--- src/rtl/ram_arbiter_pkg.sv ---
// ram_arbiter_pkg
//   Shared definitions for the two-port RAM arbiter:
//   - state_e      : arbiter FSM encoding (IDLE / ACCESS / CAPTURE)
//   - SIZE_*       : data-port access size codes
//   - MASK_NONE    : active-low byte-enable value meaning "no lane written"
//   - is_misaligned: alignment rule shared by the steering logic
package ram_arbiter_pkg;

  typedef enum logic [1:0] {
    ST_IDLE    = 2'd0,
    ST_ACCESS  = 2'd1,
    ST_CAPTURE = 2'd2
  } state_e;

  localparam logic [1:0] SIZE_BYTE = 2'd0;
  localparam logic [1:0] SIZE_HALF = 2'd1;
  localparam logic [1:0] SIZE_WORD = 2'd2;
  localparam logic [1:0] SIZE_BAD  = 2'd3;

  localparam logic [3:0] MASK_NONE = 4'hF;

  // A half must sit on an even byte, a word on a multiple of four;
  // the reserved size code is always treated as a bad access.
  function automatic logic is_misaligned(input logic [1:0] size,
                                         input logic [1:0] addr_lo);
    logic bad;
    bad = 1'b1;
    case (size)
      SIZE_BYTE: bad = 1'b0;
      SIZE_HALF: bad = addr_lo[0];
      SIZE_WORD: bad = |addr_lo;
      SIZE_BAD:  bad = 1'b1;
      default:   bad = 1'b1;
    endcase
    return bad;
  endfunction

endpackage

--- src/rtl/ram_arbiter_mem_align.sv ---
// mem_align
//   Purely combinational lane logic for the data port.
//   Store side (driven from the live request operands):
//     st_size_i, st_addr_i  : access size and low address bits
//     st_wdata_i            : raw store data (low bytes significant)
//     st_wdata_o            : data replicated into every lane it may occupy
//     st_mask_n_o           : active-low byte enables, all ones when misaligned
//     st_misaligned_o       : access is misaligned or uses the reserved size
//   Load side (driven from the operands latched at grant):
//     ld_size_i, ld_addr_i  : access size and low address bits
//     ld_signed_i           : sign-extend instead of zero-extend
//     ld_raw_i              : full RAM word
//     ld_data_o             : selected lane, extended to 32 bits
module mem_align
  import ram_arbiter_pkg::*;
(
  input  logic [1:0]  st_size_i,
  input  logic [1:0]  st_addr_i,
  input  logic [31:0] st_wdata_i,
  output logic [31:0] st_wdata_o,
  output logic [3:0]  st_mask_n_o,
  output logic        st_misaligned_o,
  input  logic [1:0]  ld_size_i,
  input  logic [1:0]  ld_addr_i,
  input  logic        ld_signed_i,
  input  logic [31:0] ld_raw_i,
  output logic [31:0] ld_data_o
);

  logic [3:0]  lane_hit;
  logic [7:0]  ld_byte;
  logic [15:0] ld_half;

  assign st_misaligned_o = is_misaligned(st_size_i, st_addr_i);

  // Replicating narrow data means the RAM only needs the byte enables to
  // pick the destination lane; no shifter on the write path.
  always_comb begin
    st_wdata_o = st_wdata_i;
    case (st_size_i)
      SIZE_BYTE: st_wdata_o = {4{st_wdata_i[7:0]}};
      SIZE_HALF: st_wdata_o = {2{st_wdata_i[15:0]}};
      default:   st_wdata_o = st_wdata_i;
    endcase
  end

  // One comparator per byte lane: does this access touch lane gi?
  generate
    for (genvar gi = 0; gi < 4; gi++) begin : g_lane
      localparam logic [1:0] LANE = 2'(gi);
      assign lane_hit[gi] = (st_size_i == SIZE_BYTE) ? (st_addr_i == LANE) :
                            (st_size_i == SIZE_HALF) ? (st_addr_i[1] == LANE[1]) :
                            (st_size_i == SIZE_WORD);
    end
  endgenerate

  assign st_mask_n_o = st_misaligned_o ? MASK_NONE : ~lane_hit;

  always_comb begin
    ld_byte = ld_raw_i[7:0];
    case (ld_addr_i)
      2'd0:    ld_byte = ld_raw_i[7:0];
      2'd1:    ld_byte = ld_raw_i[15:8];
      2'd2:    ld_byte = ld_raw_i[23:16];
      default: ld_byte = ld_raw_i[31:24];
    endcase
  end

  assign ld_half = ld_addr_i[1] ? ld_raw_i[31:16] : ld_raw_i[15:0];

  always_comb begin
    ld_data_o = '0;
    case (ld_size_i)
      SIZE_BYTE: ld_data_o = {{24{ld_signed_i & ld_byte[7]}}, ld_byte};
      SIZE_HALF: ld_data_o = {{16{ld_signed_i & ld_half[15]}}, ld_half};
      SIZE_WORD: ld_data_o = ld_raw_i;
      default:   ld_data_o = '0;
    endcase
  end

endmodule

--- src/rtl/ram_arbiter.sv ---
// ram_arbiter
//   Shares one synchronous single-port RAM between an instruction-fetch
//   port and a load/store data port. Each access takes three cycles:
//   IDLE (arbitrate) -> ACCESS (RAM address presented, ack high)
//   -> CAPTURE (RAM read data returned) -> IDLE (valid pulse).
//   Ties are broken round-robin; after reset the data port wins first.
//
//   Ports
//     clk, reset          : clock, synchronous active-high reset
//     fetch_req/addr      : word fetch request (addr[1:0] don't-care)
//     fetch_ack/valid     : grant pulse (ACCESS), completion pulse
//     fetch_data          : fetched word, held until next fetch completion
//     data_req/we/size/signed/addr/wdata : load/store request
//     data_ack/valid/error: grant pulse, completion pulse, bad-access flag
//     data_rdata          : extended load data, held until next completion
//     ram_address/data_in/write_mask/write_enable : registered RAM controls
//                           (write_mask is active-low per byte lane)
//     ram_data_out        : RAM read data, one cycle after the address
module ram_arbiter
  import ram_arbiter_pkg::*;
#(
  parameter int unsigned ADDR_WIDTH = 10
) (
  input  logic                  clk,
  input  logic                  reset,
  input  logic                  fetch_req,
  input  logic [ADDR_WIDTH-1:0] fetch_addr,
  output logic                  fetch_ack,
  output logic                  fetch_valid,
  output logic [31:0]           fetch_data,
  input  logic                  data_req,
  input  logic                  data_we,
  input  logic [1:0]            data_size,
  input  logic                  data_signed,
  input  logic [ADDR_WIDTH-1:0] data_addr,
  input  logic [31:0]           data_wdata,
  output logic                  data_ack,
  output logic                  data_valid,
  output logic                  data_error,
  output logic [31:0]           data_rdata,
  output logic [ADDR_WIDTH-1:0] ram_address,
  output logic [31:0]           ram_data_in,
  output logic [3:0]            ram_write_mask,
  output logic                  ram_write_enable,
  input  logic [31:0]           ram_data_out
);

  // FSM and arbitration state
  state_e state_q, state_d;
  logic   last_fetch_q, last_fetch_d;
  logic   grant_fetch, grant_data;

  // Attributes of the transaction in flight, latched at grant
  logic       sel_data_q, sel_data_d;
  logic [1:0] size_q, size_d;
  logic [1:0] addr_lo_q, addr_lo_d;
  logic       signed_q, signed_d;
  logic       err_q, err_d;

  // Registered outputs
  logic                  fetch_ack_q, fetch_ack_d;
  logic                  fetch_valid_q, fetch_valid_d;
  logic [31:0]           fetch_data_q, fetch_data_d;
  logic                  data_ack_q, data_ack_d;
  logic                  data_valid_q, data_valid_d;
  logic                  data_error_q, data_error_d;
  logic [31:0]           data_rdata_q, data_rdata_d;
  logic [ADDR_WIDTH-1:0] ram_address_q, ram_address_d;
  logic [31:0]           ram_data_in_q, ram_data_in_d;
  logic [3:0]            ram_write_mask_q, ram_write_mask_d;
  logic                  ram_write_enable_q, ram_write_enable_d;

  // Lane steering
  logic [31:0] st_wdata;
  logic [3:0]  st_mask_n;
  logic        st_misaligned;
  logic [31:0] ld_data;

  mem_align u_mem_align (
    .st_size_i       (data_size),
    .st_addr_i       (data_addr[1:0]),
    .st_wdata_i      (data_wdata),
    .st_wdata_o      (st_wdata),
    .st_mask_n_o     (st_mask_n),
    .st_misaligned_o (st_misaligned),
    .ld_size_i       (size_q),
    .ld_addr_i       (addr_lo_q),
    .ld_signed_i     (signed_q),
    .ld_raw_i        (ram_data_out),
    .ld_data_o       (ld_data)
  );

  // ---------------------------------------------------------------------
  // State register
  // ---------------------------------------------------------------------
  always_ff @(posedge clk) begin
    if (reset) begin
      state_q      <= ST_IDLE;
      last_fetch_q <= 1'b1;
    end else begin
      state_q      <= state_d;
      last_fetch_q <= last_fetch_d;
    end
  end

  // ---------------------------------------------------------------------
  // Next-state and arbitration
  // ---------------------------------------------------------------------
  always_comb begin
    state_d      = state_q;
    last_fetch_d = last_fetch_q;
    grant_fetch  = 1'b0;
    grant_data   = 1'b0;
    case (state_q)
      ST_IDLE: begin
        // On a tie, whichever port did not win last time goes now.
        grant_data  = data_req & (~fetch_req | last_fetch_q);
        grant_fetch = fetch_req & ~grant_data;
        if (grant_data || grant_fetch) begin
          state_d      = ST_ACCESS;
          last_fetch_d = grant_fetch;
        end
      end
      ST_ACCESS:  state_d = ST_CAPTURE;
      ST_CAPTURE: state_d = ST_IDLE;
      default:    state_d = ST_IDLE;
    endcase
  end

  // ---------------------------------------------------------------------
  // Output / datapath next values
  // ---------------------------------------------------------------------
  always_comb begin
    // Pulses and RAM strobes default to inactive; data/address hold.
    fetch_ack_d        = 1'b0;
    fetch_valid_d      = 1'b0;
    fetch_data_d       = fetch_data_q;
    data_ack_d         = 1'b0;
    data_valid_d       = 1'b0;
    data_error_d       = 1'b0;
    data_rdata_d       = data_rdata_q;
    ram_address_d      = ram_address_q;
    ram_data_in_d      = ram_data_in_q;
    ram_write_mask_d   = MASK_NONE;
    ram_write_enable_d = 1'b0;
    sel_data_d         = sel_data_q;
    size_d             = size_q;
    addr_lo_d          = addr_lo_q;
    signed_d           = signed_q;
    err_d              = err_q;

    if (grant_data) begin
      data_ack_d    = 1'b1;
      ram_address_d = data_addr;
      ram_data_in_d = st_wdata;
      // A bad access still runs through the pipeline but never writes.
      if (data_we && !st_misaligned) begin
        ram_write_enable_d = 1'b1;
        ram_write_mask_d   = st_mask_n;
      end
      sel_data_d = 1'b1;
      size_d     = data_size;
      addr_lo_d  = data_addr[1:0];
      signed_d   = data_signed;
      err_d      = st_misaligned;
    end else if (grant_fetch) begin
      fetch_ack_d   = 1'b1;
      ram_address_d = fetch_addr;
      ram_data_in_d = '0;
      sel_data_d    = 1'b0;
    end

    // RAM read data is present during CAPTURE; register it on the way out.
    if (state_q == ST_CAPTURE) begin
      if (sel_data_q) begin
        data_valid_d = 1'b1;
        data_error_d = err_q;
        data_rdata_d = err_q ? 32'h0 : ld_data;
      end else begin
        fetch_valid_d = 1'b1;
        fetch_data_d  = ram_data_out;
      end
    end
  end

  // ---------------------------------------------------------------------
  // Output registers
  // ---------------------------------------------------------------------
  always_ff @(posedge clk) begin
    if (reset) begin
      fetch_ack_q        <= 1'b0;
      fetch_valid_q      <= 1'b0;
      fetch_data_q       <= '0;
      data_ack_q         <= 1'b0;
      data_valid_q       <= 1'b0;
      data_error_q       <= 1'b0;
      data_rdata_q       <= '0;
      ram_address_q      <= '0;
      ram_data_in_q      <= '0;
      ram_write_mask_q   <= MASK_NONE;
      ram_write_enable_q <= 1'b0;
      sel_data_q         <= 1'b0;
      size_q             <= SIZE_BYTE;
      addr_lo_q          <= 2'd0;
      signed_q           <= 1'b0;
      err_q              <= 1'b0;
    end else begin
      fetch_ack_q        <= fetch_ack_d;
      fetch_valid_q      <= fetch_valid_d;
      fetch_data_q       <= fetch_data_d;
      data_ack_q         <= data_ack_d;
      data_valid_q       <= data_valid_d;
      data_error_q       <= data_error_d;
      data_rdata_q       <= data_rdata_d;
      ram_address_q      <= ram_address_d;
      ram_data_in_q      <= ram_data_in_d;
      ram_write_mask_q   <= ram_write_mask_d;
      ram_write_enable_q <= ram_write_enable_d;
      sel_data_q         <= sel_data_d;
      size_q             <= size_d;
      addr_lo_q          <= addr_lo_d;
      signed_q           <= signed_d;
      err_q              <= err_d;
    end
  end

  assign fetch_ack        = fetch_ack_q;
  assign fetch_valid      = fetch_valid_q;
  assign fetch_data       = fetch_data_q;
  assign data_ack         = data_ack_q;
  assign data_valid       = data_valid_q;
  assign data_error       = data_error_q;
  assign data_rdata       = data_rdata_q;
  assign ram_address      = ram_address_q;
  assign ram_data_in      = ram_data_in_q;
  assign ram_write_mask   = ram_write_mask_q;
  assign ram_write_enable = ram_write_enable_q;

endmodule

--- config.mk ---
export PLATFORM = sky130hd
export DESIGN_NAME = ram_arbiter
export DESIGN_NICKNAME = d
export VERILOG_FILES = /design/src/rtl/ram_arbiter_pkg.sv /design/src/rtl/ram_arbiter_mem_align.sv /design/src/rtl/ram_arbiter.sv
export SDC_FILE = /design/constraint.sdc
export NUM_CORES = 1
export LEC_CHECK = 0
export ABC_AREA = 1
export CAP_MARGIN = 15
export CORE_MARGIN = 5
export CORE_UTILIZATION = 48
export DETAILED_ROUTE_END_ITERATION = 6
export HOLD_SLACK_MARGIN = 0.15
export PLACE_DENSITY = 0.86
export SLEW_MARGIN = 20
export SYNTH_ARGS = -nofsm -noshare
export SYNTH_HDL_FRONTEND = slang
export SYNTH_SLANG_ARGS = --single-unit
export TNS_END_PERCENT = 5
--- constraint.sdc ---
create_clock -name clk -period 3.21 [get_ports clk]
set_clock_uncertainty 0.15 [all_clocks]
set_input_delay 0.321 -clock clk [delete_from_list [all_inputs] [get_ports clk]]
set_output_delay 0.321 -clock clk [all_outputs]
set_load 0.01 [all_outputs]
==> results_dict.tcl <==
set metrics [dict create \
    seq_area_frac_synth_pct 45.2 \
    num_rows 39 \
    area_growth_pct 47.2 \
    antenna_cells 0 \
    port-buffer-count 207 \
    clk_latency_ns 0.41 \
    hold_path_class "in -> reg" \
    die_x_um 118 \
    cp_max_fo 18 \
    tritoncts "built" \
    cap_violations 0 \
    drive_above_1_share_pct 9.16 \
    path_clk_slew_ns 0.06 \
    cts_htree_levels 4 \
    setup_viol 0 \
    overflow 0 \
    slew_headroom_pct 30.9 \
    grt_setup_unrepaired "false" \
    ios 208 \
    ys_warn_count 0 \
    utilization_pct 71.9 \
    max_freq_ghz 0.455 \
    placed_cells 1083 \
    hold_viol_final 0 \
    ant_nets 0 \
    grt_use_total_pct 25.6 \
    crit_required_ns 3.34 \
    coreArea_um2 11400 \
    cts.sinks 126 \
    ir_drop_v 0.000284 \
    die_area_um2 13900 \
    slowest_stage "nand2_1" \
    synthArstFlopShare_pct 0 \
    viasPerCell 5.28 \
    synthesis.area_um2 5580 \
    finish.net_count 1051 \
    timing.rr.start "state_q[1]$_SDFFE_PP0P_" \
    dp_hpwl_mm 13.2 \
    finalMaxSlewViolations 0 \
    cpMostUsedCell "nor2_2" \
    fillers 933 \
    grt_pass1_vias 5694 \
    drtIter0Drc 511 \
    synth_top_area_share_pct 45.2 \
    synth-edff-count 0 \
    yosysUniqueCellTypes 31 \
    cts_buffers 17 \
    wl_per_cell_um 16.2 \
    p_per_area_nw_per_um2 523 \
    reg2reg_slack_ns 1.01 \
    syn_area_per_cell_um2 7.24 \
    ys_seq_elements 126 \
    synth_area_leaders "dfxtp_1, nand2_1, o21ai_0" \
    routed_wl_mm 18.1 \
    crit_path_end_kind "flop" \
    finalSetupTns_ns 0 \
    routabilityCongestion 0.969 \
    arrival_ns 2.33 \
    fp.dieH_um 118 \
    holdBufCountCts 0 \
    synthTopCellsByCount "nand2_1, dfxtp_1, o21ai_0" \
    max_stage_delay_ns 0.36 \
    synth_most_common_cell "nand2_1" \
    fin_crit_ns 2.20 \
    postCtsResizedCells 0 \
    clock-root-buffer "clkbuf_16" \
    synth_top_area_cell "dfxtp_1" \
    synthCells 771 \
    status "completed" \
    crit_chain "nor2_2 > inv_2 > nor2_8 > nand2_1 > buf_4 > nor2_2 > nand3_1" \
    tightestPinTransition_ns 1.04 \
    start_kind "flop" \
    path_class "reg -> reg" \
    grt_pass1_wl_mm 29.1 \
    synthFlopType "dfxtp_1" \
    grt_start_max_net_pins 66 \
    r2r_cells 7 \
    syn_nets 863 \
    vias 5883 \
    p_leak_nw 3.25 \
    dr.pass1.iters 5 \
    r2r_end "ram_write_mask[0]$_SDFF_PP1_" \
    holdWs_ns 0.208 \
    cp_top_family "simple AND/OR/NAND/NOR gates" \
    start_util_pct 48.9 \
    clockBufferDepth 2 \
    critPathLaunch "state_q[1]$_SDFFE_PP0P_" \
    finalNonFillerCells 1115 \
    drc 0 \
    period_share_pct 68.4 \
    critical_path_buf_inv_count 2 \
    cp_num_cells 7 \
    antenna_found_initial 0 \
    cts_setup_buffers 0 \
    endpoint "ram_write_mask[0]$_SDFF_PP1_" \
]
[sequential cells by signal, indices dropped and copies added (netlist names)]
name and flops:
fetch_data 32, ram_address 10, fetch_valid 1, sel_data_q 1, addr_lo_q 2, state_q 2
ram_data_in 32, signed_q 1, data_ack 1, last_fetch_q 1, data_rdata 32, data_valid 1
fetch_ack 1, ram_write_mask 4, ram_write_enable 1, err_q 1, data_error 1, size_q 2
[cell type report]
cell class	count	area, um^2	area share (%)
multi-input combinational	520	2510	30.6
tap	143	179	2.18
clock inverter	15	149	1.81
clock buffer	17	425	5.18
timing repair buffer	215	2130	25.9
inverter	79	299	3.64
sequential	126	2520	30.7
[per-layer routing]
layer	routed length (um)	track usage (%)	up-vias
li1	-	-	2883
met1	7170	30.2	2686
met2	8520	42.7	278
met3	1940	9.61	36
met4	442	8.96	0
met5	0	0	-
[report_power, final]
part / total, mW / leakage (nW) / switching [mW] / internal [mW]
logic: 0.732 / 1.95 / 0.394 / 0.338
registers: 1.70 / 1.03 / 0.0512 / 1.65
clock network: 1.86 / 0.270 / 0.726 / 1.14
total: 4.30 / 3.25 / 1.17 / 3.13
[how the worst min path moves through the flow]
stage	startpoint	to	slack, ns	depth (start not counted)
after floorplan	err_q$_SDFFE_PP0P_	data_error$_SDFF_PP0_	0.30	2
after global placement	fetch_data[15]$_SDFFE_PP0P_	fetch_data[15]$_SDFFE_PP0P_	0.28	2
after detailed placement	fetch_data[15]$_SDFFE_PP0P_	fetch_data[15]$_SDFFE_PP0P_	0.28	2
after CTS	reset	ram_address[9]$_SDFFE_PP0P_	0.21	4
after global routing	reset	ram_address[9]$_SDFFE_PP0P_	0.24	4
final	reset	ram_address[9]$_SDFFE_PP0P_	0.21	4
[stage by stage]
step | setup slack, ns | cell area, um^2 | power (mW)
2_1_floorplan | 1.77 | 5580 | 2.09
3_3_place_gp | 0.796 | 7640 | 2.45
3_5_place_dp | 0.714 | 7640 | 2.46
4_1_cts | 1.01 | 8210 | 4.30
5_1_grt | 0.811 | 8210 | 4.46
6_report | 1.01 | 8210 | 4.30
[logic make-up after synthesis]
family,synth area share (%)
simple gates,24.2
compound gates,20.7
flops,45.2
buf+inv,9.91
[layout by cell type, fill, tap and decap left out, types with 17 or more instances in the layout]
master	synthesis	layout
dfxtp_1	126	126
a21oi_1	73	73
o21ai_0	86	86
nor2_1	28	28
inv_1	73	72
nand2_1	218	218
a21oi_2	18	18
clkdlybuf4s50_1	0	206
nand3_1	41	40
clkbuf_16	0	17
[worst register-to-register path: cells and delay by family, from the launching register on]
family	cells	cell delay, ns
buffers and inverters	2	0.42
and+or+nand+nor	5	1.16
DFF	1	0.35
No activity file was read; power rests on OpenSTA's default activity.
